$ cat src/rtl/sar_adc_ctrl.sv
// sar_adc_ctrl: successive-approximation ADC controller.
// Drives the sampling switch, channel mux and CDAC trial code, and resolves one
// result bit per clock from the external comparator. Supports single-shot,
// continuous and channel-scan operation.
// Optional feature: define SAR_AVG_EN to average 2^AVG_LOG2 back-to-back
// conversions of one channel into each reported result.
module sar_adc_ctrl #(
  parameter int N          = 8,
  parameter int CHANNELS   = 4,
  parameter int SAMPLE_CYC = 2,
  parameter int AVG_LOG2   = 2,
  localparam int CW        = (CHANNELS > 1) ? $clog2(CHANNELS) : 1
) (
  input  logic          clk,
  input  logic          rst_n,
  input  logic          en,
  input  logic          start,
  input  logic          cont,
  input  logic          scan,
  input  logic [CW-1:0] ch_sel,
  input  logic          cmp,
  output logic          sample,
  output logic [CW-1:0] ch_mux,
  output logic [N-1:0]  dac_code,
  output logic          busy,
  output logic          done,
  output logic [N-1:0]  dout,
  output logic [CW-1:0] dout_ch
);

  localparam logic [1:0] ST_IDLE    = 2'd0;
  localparam logic [1:0] ST_SAMPLE  = 2'd1;
  localparam logic [1:0] ST_CONVERT = 2'd2;
  localparam logic [1:0] ST_DONE    = 2'd3;

  localparam int BW = $clog2(N);
  localparam int SW = 4;

  if (N < 2 || N > 16) begin : g_bad_n
    $error("sar_adc_ctrl: N must be 2..16");
  end
  if (CHANNELS < 1 || CHANNELS > 16) begin : g_bad_channels
    $error("sar_adc_ctrl: CHANNELS must be 1..16");
  end
  if (SAMPLE_CYC < 1 || SAMPLE_CYC > 15) begin : g_bad_sample_cyc
    $error("sar_adc_ctrl: SAMPLE_CYC must be 1..15");
  end
  if (AVG_LOG2 < 0 || AVG_LOG2 > 4) begin : g_bad_avg_log2
    $error("sar_adc_ctrl: AVG_LOG2 must be 0..4");
  end

  logic [1:0]    state_q,   state_d;
  logic [SW-1:0] scnt_q,    scnt_d;
  logic [BW-1:0] bit_q,     bit_d;
  logic [N-1:0]  sar_q,     sar_d;
  logic [N-1:0]  dout_q,    dout_d;
  logic [CW-1:0] dout_ch_q, dout_ch_d;
  logic [CW-1:0] ch_q,      ch_d;

  logic [N-1:0]  trial_bit;
  logic [N-1:0]  resolved;
  logic [CW-1:0] ch_sel_clamped;
  logic [CW-1:0] ch_next;

`ifdef SAR_AVG_EN
  localparam int ACC_W = N + AVG_LOG2;
  localparam int AW    = (AVG_LOG2 > 0) ? AVG_LOG2 : 1;

  logic [ACC_W-1:0] acc_q,     acc_d;
  logic [AW-1:0]    avg_cnt_q, avg_cnt_d;
  logic [ACC_W-1:0] acc_sum;
  logic             avg_last;

  assign avg_last = (avg_cnt_q == AW'((1 << AVG_LOG2) - 1));
`endif

  assign trial_bit      = N'(1) << bit_q;
  assign resolved       = cmp ? (sar_q | trial_bit) : sar_q;
  assign ch_sel_clamped = (32'(ch_sel) >= 32'(CHANNELS)) ? CW'(CHANNELS - 1) : ch_sel;
  assign ch_next        = (ch_q == CW'(CHANNELS - 1)) ? '0 : ch_q + CW'(1);

  // Next-state logic: sequencing, bit resolution, result capture and channel stepping.
  // In scan mode ch_mux is not reloaded from ch_sel on start, so the scan start
  // channel is whatever a preceding scan=0 conversion (or scan step) left there.
  always_comb begin
    state_d   = state_q;
    scnt_d    = scnt_q;
    bit_d     = bit_q;
    sar_d     = sar_q;
    dout_d    = dout_q;
    dout_ch_d = dout_ch_q;
    ch_d      = ch_q;
`ifdef SAR_AVG_EN
    acc_d     = acc_q;
    avg_cnt_d = avg_cnt_q;
    acc_sum   = acc_q + ACC_W'(resolved);
`endif

    case (state_q)
      ST_IDLE: begin
        if (en && (start || cont)) begin
          state_d = ST_SAMPLE;
          scnt_d  = '0;
          sar_d   = '0;
          if (!scan) begin
            ch_d = ch_sel_clamped;
          end
        end
      end

      ST_SAMPLE: begin
        if (scnt_q == SW'(SAMPLE_CYC - 1)) begin
          state_d = ST_CONVERT;
          bit_d   = BW'(N - 1);
        end else begin
          scnt_d = scnt_q + SW'(1);
        end
      end

      ST_CONVERT: begin
        sar_d = resolved;
        if (bit_q == '0) begin
`ifdef SAR_AVG_EN
          if (avg_last) begin
            dout_d    = N'(acc_sum >> AVG_LOG2);
            dout_ch_d = ch_q;
            acc_d     = '0;
            avg_cnt_d = '0;
            state_d   = ST_DONE;
          end else begin
            acc_d     = acc_sum;
            avg_cnt_d = avg_cnt_q + AW'(1);
            state_d   = ST_SAMPLE;
            scnt_d    = '0;
            sar_d     = '0;
          end
`else
          dout_d    = resolved;
          dout_ch_d = ch_q;
          state_d   = ST_DONE;
`endif
        end else begin
          bit_d = bit_q - BW'(1);
        end
      end

      ST_DONE: begin
        if (scan) begin
          ch_d = ch_next;
        end
        if (en && cont) begin
          state_d = ST_SAMPLE;
          scnt_d  = '0;
          sar_d   = '0;
        end else begin
          state_d = ST_IDLE;
        end
      end

      default: state_d = ST_IDLE;
    endcase

    // Disable aborts everything in flight without publishing or stepping.
    if (!en) begin
      state_d   = ST_IDLE;
      dout_d    = dout_q;
      dout_ch_d = dout_ch_q;
      ch_d      = ch_q;
`ifdef SAR_AVG_EN
      acc_d     = '0;
      avg_cnt_d = '0;
`endif
    end
  end

  // State registers with synchronous active-low reset.
  always_ff @(posedge clk) begin
    if (!rst_n) begin
      state_q   <= ST_IDLE;
      scnt_q    <= '0;
      bit_q     <= '0;
      sar_q     <= '0;
      dout_q    <= '0;
      dout_ch_q <= '0;
      ch_q      <= '0;
`ifdef SAR_AVG_EN
      acc_q     <= '0;
      avg_cnt_q <= '0;
`endif
    end else begin
      state_q   <= state_d;
      scnt_q    <= scnt_d;
      bit_q     <= bit_d;
      sar_q     <= sar_d;
      dout_q    <= dout_d;
      dout_ch_q <= dout_ch_d;
      ch_q      <= ch_d;
`ifdef SAR_AVG_EN
      acc_q     <= acc_d;
      avg_cnt_q <= avg_cnt_d;
`endif
    end
  end

  assign sample   = (state_q == ST_SAMPLE);
  assign busy     = (state_q != ST_IDLE);
  assign done     = (state_q == ST_DONE);
  assign dac_code = (state_q == ST_CONVERT) ? (sar_q | trial_bit) : '0;
  assign dout     = dout_q;
  assign dout_ch  = dout_ch_q;
  assign ch_mux   = ch_q;

endmodule

$ cat config.mk
export PLATFORM = sky130hd
export DESIGN_NAME = sar_adc_ctrl
export DESIGN_NICKNAME = d
export VERILOG_FILES = /design/src/rtl/sar_adc_ctrl.sv
export SDC_FILE = /design/constraint.sdc
export NUM_CORES = 1
export LEC_CHECK = 0
export BUFFER_PORTS_ARGS = -buffer_cell sky130_fd_sc_hd__buf_2
export CORE_MARGIN = 3
export CORE_UTILIZATION = 54
export CTS_CLUSTER_DIAMETER = 60
export DETAILED_ROUTE_END_ITERATION = 10
export PLACE_DENSITY = 0.79
export SLEW_MARGIN = 20
export SYNTH_ARGS = -nofsm -noshare
export SYNTH_HDL_FRONTEND = slang
export SYNTH_SLANG_ARGS = --single-unit
$ cat constraint.sdc
create_clock -name clk -period 2.3 [get_ports clk]
set_clock_uncertainty 0.05 [all_clocks]
set_input_delay 0.46 -clock clk [delete_from_list [all_inputs] [get_ports clk]]
set_output_delay 0.46 -clock clk [all_outputs]
set_load 0.01 [all_outputs]
Yosys cells after proc, flatten, opt, wreduce, memory -nomap -nowiden
Cells that the tools add are included.
{"block": "totals", "register_bits": 29, "latchBits": 0, "ramBits": 0, "romBits": 0, "input_bits": 9, "out_inout_bits": 23, "word_cells": 64, "mem_count": 0}
{"block": "classes", "n_addsub": 3, "multipliers": 0, "n_div": 0, "order_cmp": 0, "eq_ne": 13, "shifts": 1, "mux": 22, "n_bitwise": 1, "reduce_logical": 17}
{"op": "8-bit 2-to-1 mux", "count": 4}
{"op": "8-bit case mux with 3 select lines", "count": 1}
{"op": "2-bit 2-to-1 mux", "count": 7}
{"op": "4-bit 2-to-1 mux", "count": 3}
{"op": "2-bit != test (second input constant)", "count": 6}
{"op": "4-bit case mux with 3 select lines", "count": 1}
{"op": "3-bit AND reduction", "count": 4}
{"op": "8-bit OR", "count": 1}
{"op": "2-bit case mux with 4 select lines", "count": 1}
{"op": "1-bit by 3-bit left shift with 8-bit output (first input constant)", "count": 1}
{"op": "2-bit equality test (second input constant)", "count": 3}
{"op": "3-bit 2-to-1 mux", "count": 2}
{"op": "3-bit case mux with 2 select lines", "count": 1}
{"op": "2-bit nonzero test", "count": 3}
{"op": "3-bit nonzero test", "count": 2}
{"op": "5-bit AND reduction", "count": 1}
{"op": "4-bit by 1-bit adder with 4-bit output (second input constant)", "count": 1}
{"op": "4-bit by 1-bit equality test with 1-bit output (second input constant)", "count": 1}
{"op": "2-bit by 1-bit != test with 1-bit output (second input constant)", "count": 2}
{"op": "2-bit case mux with 2 select lines", "count": 1}
{"op": "4-bit AND reduction", "count": 1}
{"op": "3-bit logical NOT", "count": 1}
{"op": "3-bit by 1-bit subtractor with 3-bit output (second input constant)", "count": 1}
{"op": "2-bit by 1-bit adder with 2-bit output (second input constant)", "count": 1}
{"op": "6 further kinds", "count": 7}

Logic depth before layout (Yosys ltp)
Gate-level depths: netlist of run 1.
{"block": "depth", "ltp_word": 4, "ltp_mapped": 8, "ltp_nobuf": 6}

Worst setup path before layout of run 1
Ideal clock, no wire load.
{"block": "synth_path", "path_kind": "register -> register", "startpoint": "register state_q[1]", "endpoint": "register scnt_q[3]", "setup_ns": 0.070, "arrival_ns": 1.732, "t_required_ns": 2.180, "path_slack_ns": 0.447, "path_stages_with_launch": 7, "n_path_buf": 1, "synth_period_minus_slack_ns": 1.853, "cell_sequence": "dfxtp_1 > ha_1 > buf_2 > nand3b_1 > and2_1 > or4_1 > a21oi_1"}
{"block": "synth_via", "elab_chain_len": 3, "word_cells_on_any_way": 9, "cone_classes": "eq/ne: 5; mux: 1; reduce/logical: 3"}
{"element": "from (decl)", "line": "52", "source": "logic [1:0] state_q, state_d;"}
{"element": "from (signal assigned)", "line": "191", "source": "state_q <= state_d;"}
{"element": "2-bit equality test (*)"}
{"element": "net done", "line": "26", "source": "output logic done,"}
{"element": "2-bit by 1-bit != test with 1-bit output (no line) / 3-bit nonzero test (equally long branches)"}
{"element": "4-bit AND reduction (no line)"}
{"element": "to (signal assigned)", "line": "192", "source": "scnt_q <= scnt_d;"}
{"element": "to (decl)", "line": "53", "source": "logic [SW-1:0] scnt_q, scnt_d;"}
The timed path passes the listed nets; every way through them passes the cells marked *.
A chain may end at the register's enable or synchronous reset.

Final worst setup path of run 1
{"block": "layout_path", "startpoint": "register bit_q[0]", "endpoint": "output port dac_code[0]"}
{"block": "layout_via", "elab_chain_len": 3}
{"element": "from (decl)", "line": "54", "source": "logic [BW-1:0] bit_q, bit_d;"}
{"element": "from (signal assigned)", "line": "193", "source": "bit_q <= bit_d;"}
{"element": "1-bit by 3-bit left shift with 8-bit output", "line": "77", "source": "assign trial_bit = N'(1) << bit_q;"}
{"element": "8-bit OR", "line": "208", "source": "assign dac_code = (state_q == ST_CONVERT) ? (sar_q | trial_bit) : '0;"}
{"element": "8-bit 2-to-1 mux", "line": "208"}
{"element": "to (decl)", "line": "24", "source": "output logic [N-1:0] dac_code,"}
Every way passes these cells.

==> results of run 1 <==
==> cells in the mapped netlist, types with 3 or more instances <==
library cell / number / area [um2]
dfxtp_1: 29 / 580.6
nor2_1: 23 / 86.33
a21oi_1: 22 / 110.1
a211oi_1: 12 / 90.09
ha_1: 12 / 150.1
nor2b_1: 10 / 62.56
a31oi_1: 9 / 56.30
inv_1: 8 / 30.03
clkbuf_1: 7 / 26.28
nand2_1: 7 / 26.28
mux2i_1: 6 / 60.06
nand2b_1: 3 / 18.77
o21a_1: 3 / 22.52
==> per-layer routing <==
layer | track usage, % | vias to the layer above | wire length, um
met3 | 6.479 | 2 | 241
met1 | 25.26 | 649 | 1436
met4 | 8.861 | 0 | 23
li1 | - | 725 | -
met5 | 0 | - | 0
met2 | 35.96 | 57 | 1762
==> worst min-delay path by stage <==
stage | startpoint | to | slack, ns | depth (start not counted)
after floorplan | sar_q[4] | sar_q[4] | 0.41 | 2
after global placement | dout_ch[0] | dout_ch[0] | 0.42 | 2
after detailed placement | dout_ch[0] | dout_ch[0] | 0.43 | 2
after CTS | en | ch_mux[1] | 0.40 | 2
after global routing | en | ch_mux[1] | 0.40 | 2
final | en | ch_mux[1] | 0.41 | 2
==> through the flow <==
step / instance area, um2 / hold slack (ns) / utilization, % / setup WS, ns / std cells
2_1_floorplan: 1569 / 0.4097 / - / 0.4472 / 183
3_3_place_gp: 1737 / 0.4173 / 66.48 / 0.3852 / 237
3_5_place_dp: 1737 / 0.4308 / 66.48 / 0.2913 / 237
4_1_cts: 1788 / 0.3982 / 68.44 / 0.09311 / 245
5_1_grt: 1795 / 0.4033 / 68.73 / 0.04573 / 245
6_report: 1795 / 0.4149 / 68.73 / 0.2015 / 245
==> cell families (layout without fill, tap and decap cells) <==
logic type      count (synthesis)  in the layout
buf+inv                        19             51
flops                          29             29
mux                             6              6
fa+ha+maj                      12             12
compound gates                 62             62
simple gates                   55             55
==> worst reg2reg max path, stage by stage, from the launching register on <==
cell	delay, ns
dfxtp_1	0.40
ha_1	0.18
or3b_4	0.40
a222oi_1	0.54
a211oi_1	0.16
a21o_1	0.19
==> where the power goes <==
part / internal (mW) / switching, mW / leakage (nW)
sequential: 0.511 / 0.00986 / 0.234
combinational: 0.0536 / 0.0794 / 0.464
clock: 0.116 / 0.171 / 0.0320
==> final cells by class <==
cell class | instances | area [um2]
multi-input combinational | 135 | 910.9
fill | 220 | 817.0
inverter | 8 | 30.03
timing repair buffer | 35 | 185.2
clock buffer | 6 | 41.29
clock inverter | 2 | 10.01
sequential | 29 | 580.6
tap | 30 | 37.54
==> registers in the layout (all words and copies together), names as in the netlist <==
signal	flops
scnt_q	4
sar_q	8
ch_mux	2
dout_ch	2
dout	8
state_q	2
bit_q	3
==> layout by cell type (no fill, tap or decap), types with 3 or more instances in the layout <==
| master | n |
|---|---|
| dfxtp_1 | 29 |
| buf_4 | 4 |
| o21a_1 | 3 |
| nor2b_1 | 9 |
| mux2i_1 | 6 |
| clkbuf_4 | 5 |
| nor2_1 | 23 |
| inv_1 | 8 |
| ha_1 | 10 |
| a211oi_1 | 12 |
| nand2b_1 | 3 |
| a21oi_1 | 22 |
| buf_2 | 31 |
| nand2_1 | 7 |
| a31oi_1 | 9 |
==> flow_summary.json, run 1 <==
{
  "status": "finished, final reports clean",
  "syn-cell-area_mm2": 0.001569,
  "initial_utilization_pct": 60.06,
  "numCtsBuffers": 5,
  "irDropWorstVdd_mv": 0.4385,
  "finalWirelength_um": 3463,
  "synth_seq_area_share_pct": 37.00,
  "ios": 32,
  "synthXorXnorAreaFrac_pct": 0,
  "reg2regPathDepth": 5,
  "grt_max_degree": 20,
  "relSlewSlack_pct": 64.25,
  "power.total_mw": 0.9413,
  "drc": 0,
  "ys_seq_elements": 29,
  "synth_edf_count": 0,
  "min_period_over_period_pct": 91.24,
  "clkTransAtPathRegs_ns": 0.09,
  "synth-compound-area-share_pct": 26.32,
  "reg2reg_to": "state_q[0]",
  "cts_buffer_depth": 2,
  "nets": 235,
  "rsz0062_at_grt": "no",
  "r2r_slack_ns": 0.28,
  "avgRoutedWirePerCell_um": 14.13,
  "fin_crit_ns": 2.098,
  "grtUsageTotal_pct": 21.47,
  "core_mm2": 0.002613,
  "synthSimpleGateAreaFrac_pct": 17.86,
  "fmax_mhz": 476.5,
  "drv_slew": 0,
  "cts_root_buffer": "clkbuf_4",
  "cts-resized-gates": 0,
  "hpwl_um": 2669,
  "critical_path_class": "register to output pin",
  "gp_congestion": 0.8590,
  "ys_async_sr_fraction_pct": 0,
  "die_w_um": 59.91,
  "syn_nets": 204,
  "die_area_mm2": 0.003589,
  "arrival_ns": 1.59,
  "cap_violations": 0,
  "cp_top_family": "flip-flops",
  "hold_violations": 0,
  "route.antenna.remaining_nets": 0,
  "cpPeakStageDelay_ns": 0.33,
  "diodes": 0,
  "end_kind": "output pin",
  "synth_ff_type": "dfxtp_1",
  "hold_class": "primary input to register",
  "syn_to_final_growth_pct": 14.43,
  "worstSetupStartpoint": "bit_q[0]",
  "worstPathRequired_ns": 1.79,
  "path_buf_inv": 2,
  "crit_path_end": "dac_code[0]",
  "power_density_mw_per_mm2": 524.3,
  "port-buffer-count": 31,
  "first_global_vias": 1325,
  "path_cells": "inv_1, ha_2, nor2b_2, o21a_1, buf_2",
  "die_h_um": 59.91,
  "fin_tns_setup_ns": 0,
  "synth_warnings": 0,
  "cp_max_fo": 6,
  "r2r_start": "scnt_q[0]",
  "tightest_slew_ns": 0.5331,
  "cts.sinks": 29,
  "synthCells": 183,
  "vias_per_cell": 5.849,
  "hold_buffers": 0,
  "clk_latency_ns": 0.32,
  "post_cts_buffers": 0,
  "first_pass_iters": 6,
  "finalSetupViolCount": 0,
  "synth_top_family_by_area": "compound AO/OA/AOI/OAI gates",
  "worst_path_max_delay_cell": "dfxtp_1",
  "rows": 18,
  "antenna_found_initial": 0,
  "htree_levels": 2,
  "grt_overflow": 0,
  "synth-adder-area-share_pct": 9.569,
  "vias": 1433,
  "drive_gt1_share_pct": 21.86,
  "critPathLaunchType": "register",
  "yosys.cell_types.count": 38,
  "avgSynthCellArea_um2": 8.574,
  "synthMuxAreaShare_pct": 3.828,
  "cp_num_cells": 5,
  "leakagePower_nw": 0.7307,
  "first_iter_violations": 120,
  "grt_pass1_wl_um": 5740,
  "cts_tree": "built"
}
Note: power is estimated with default switching activity, not from simulation.
==> run 2, diff against run 1 <==
--- a/config.mk
+++ b/config.mk
@@ -6,6 +6,7 @@
 export NUM_CORES = 1
 export LEC_CHECK = 0
 export BUFFER_PORTS_ARGS = -buffer_cell sky130_fd_sc_hd__buf_2
+export CORE_ASPECT_RATIO = 1.25
 export CORE_MARGIN = 3
 export CORE_UTILIZATION = 54
 export CTS_CLUSTER_DIAMETER = 60
==> run 2 against run 1 <==
Cell count is 1.2% higher. Total power is 7.6% higher. Fmax is 2.5% lower. Critical path type unchanged. Critical endpoint unchanged.
==> flow_summary.json, run 2 (same netlist as run 1, synthesis figures left out) <==
{
  "reg2reg_to": "state_q[0]",
  "hpwl_um": 2610,
  "avgRoutedWirePerCell_um": 14.13,
  "die_w_um": 54.21,
  "ios": 32,
  "drc": 0,
  "clkTransAtPathRegs_ns": 0.10,
  "critPathLaunchType": "register",
  "clk_latency_ns": 0.33,
  "fmax_mhz": 464.7,
  "relSlewSlack_pct": 60.65,
  "cts_tree": "built",
  "r2r_start": "scnt_q[0]",
  "core_mm2": 0.002733,
  "antenna_found_initial": 0,
  "path_cells": "inv_1, ha_1, nor2b_1, o21a_1, buf_2",
  "worstPathRequired_ns": 1.79,
  "fin_tns_setup_ns": 0,
  "die_h_um": 66.27,
  "drive_gt1_share_pct": 21.03,
  "port-buffer-count": 31,
  "rows": 21,
  "numCtsBuffers": 5,
  "arrival_ns": 1.64,
  "end_kind": "output pin",
  "vias_per_cell": 5.907,
  "reg2regPathDepth": 5,
  "die_area_mm2": 0.003592,
  "critical_path_class": "register to output pin",
  "layoutNonFillerInstCount": 248,
  "first_pass_iters": 4,
  "worst_hold_slack_ns": 0.3993,
  "finalWirelength_um": 3504,
  "leakagePower_nw": 0.7332,
  "first_iter_violations": 42,
  "fin_crit_ns": 2.152,
  "hold_buffers": 0,
  "min-delay-start": "rst_n",
  "vias": 1465,
  "final_cell_mix": "buf_2 (31), dfxtp_1 (29), nor2_1 (23)",
  "irDropWorstVdd_mv": 0.3839,
  "status": "finished, final reports clean",
  "cts.sinks": 29,
  "drv_slew": 0,
  "whs_endpoint": "bit_q[2]",
  "grt_max_degree": 24,
  "final_core_util_pct": 66.12,
  "dp_cells": 240,
  "first_global_vias": 1374,
  "power_density_mw_per_mm2": 560.4,
  "path_buf_inv": 2,
  "r2r_slack_ns": 0.25,
  "hold_violations": 0,
  "route.antenna.remaining_nets": 0,
  "cts_buffer_depth": 2,
  "cap_violations": 0,
  "post_cts_buffers": 0,
  "hold_depth": 2,
  "htree_levels": 2,
  "min_period_over_period_pct": 93.56,
  "rsz0062_at_grt": "no",
  "hold_class": "primary input to register",
  "grt_overflow": 0,
  "worst_path_max_delay_cell": "dfxtp_1",
  "layout_commonest_cell": "buf_2",
  "finalInstanceArea_mm2": 0.001807,
  "cp_top_family": "flip-flops",
  "tightest_slew_ns": 0.5903,
  "grt_pass1_wl_um": 5830,
  "syn_to_final_growth_pct": 15.15,
  "grtUsageTotal_pct": 22.12,
  "nets": 234,
  "gp_congestion": 0.8190,
  "cpPeakStageDelay_ns": 0.33,
  "initial_utilization_pct": 57.42,
  "diodes": 0,
  "cts_root_buffer": "clkbuf_4",
  "cp_max_fo": 6,
  "post_dp_cell_area_mm2": 0.001734,
  "cts-resized-gates": 1,
  "finalSetupViolCount": 0
}
run 2: cell types whose count changed in the layout (fill, tap and decap cells not counted), sizes merged:
cell    previous run  this run
clkinv             2         1
clkbuf             6         7
buf               35        34
run 2: cell type report:
cell class              count  area (um2)
clock inverters             1       5.005
flip-flops and latches     29       580.6
inverters                   8       30.03
multi-input cells         135       905.9
clock buffers               7       65.06
well taps                  34       42.54
repair buffers             34       177.7
fillers                   251       925.9
run 2: metal layers:
metal	global-route usage [%]	part of all wire (%)
met5	0	0
met4	14.02	1.6
met3	4.740	5.1
met2	36.38	51
met1	24.83	42
run 2: through the flow:
stage          setup WS (ns)  total power [mW]
2_1_floorplan         0.4472            0.6238
3_3_place_gp          0.4037            0.6561
3_5_place_dp          0.2611            0.6629
4_1_cts               0.1346             1.019
5_1_grt              0.04531             1.061
6_report              0.1481             1.013
run 2: report_power, final:
part | internal [mW] | switching (mW)
combinational | 0.0526 | 0.0793
clock | 0.177 | 0.183
sequential | 0.511 | 0.00961
run 2: worst max-delay path by stage:
stage                     from           to  slack [ns]  cells past startpoint
floorplan           state_q[1]    scnt_q[3]        0.45                      6
global placement     scnt_q[0]   state_q[0]        0.40                      5
detailed placement   scnt_q[0]   state_q[1]        0.26                      5
CTS                   bit_q[0]  dac_code[0]        0.13                      5
global route          bit_q[0]  dac_code[0]        0.05                      5
finish                bit_q[0]  dac_code[0]        0.15                      5
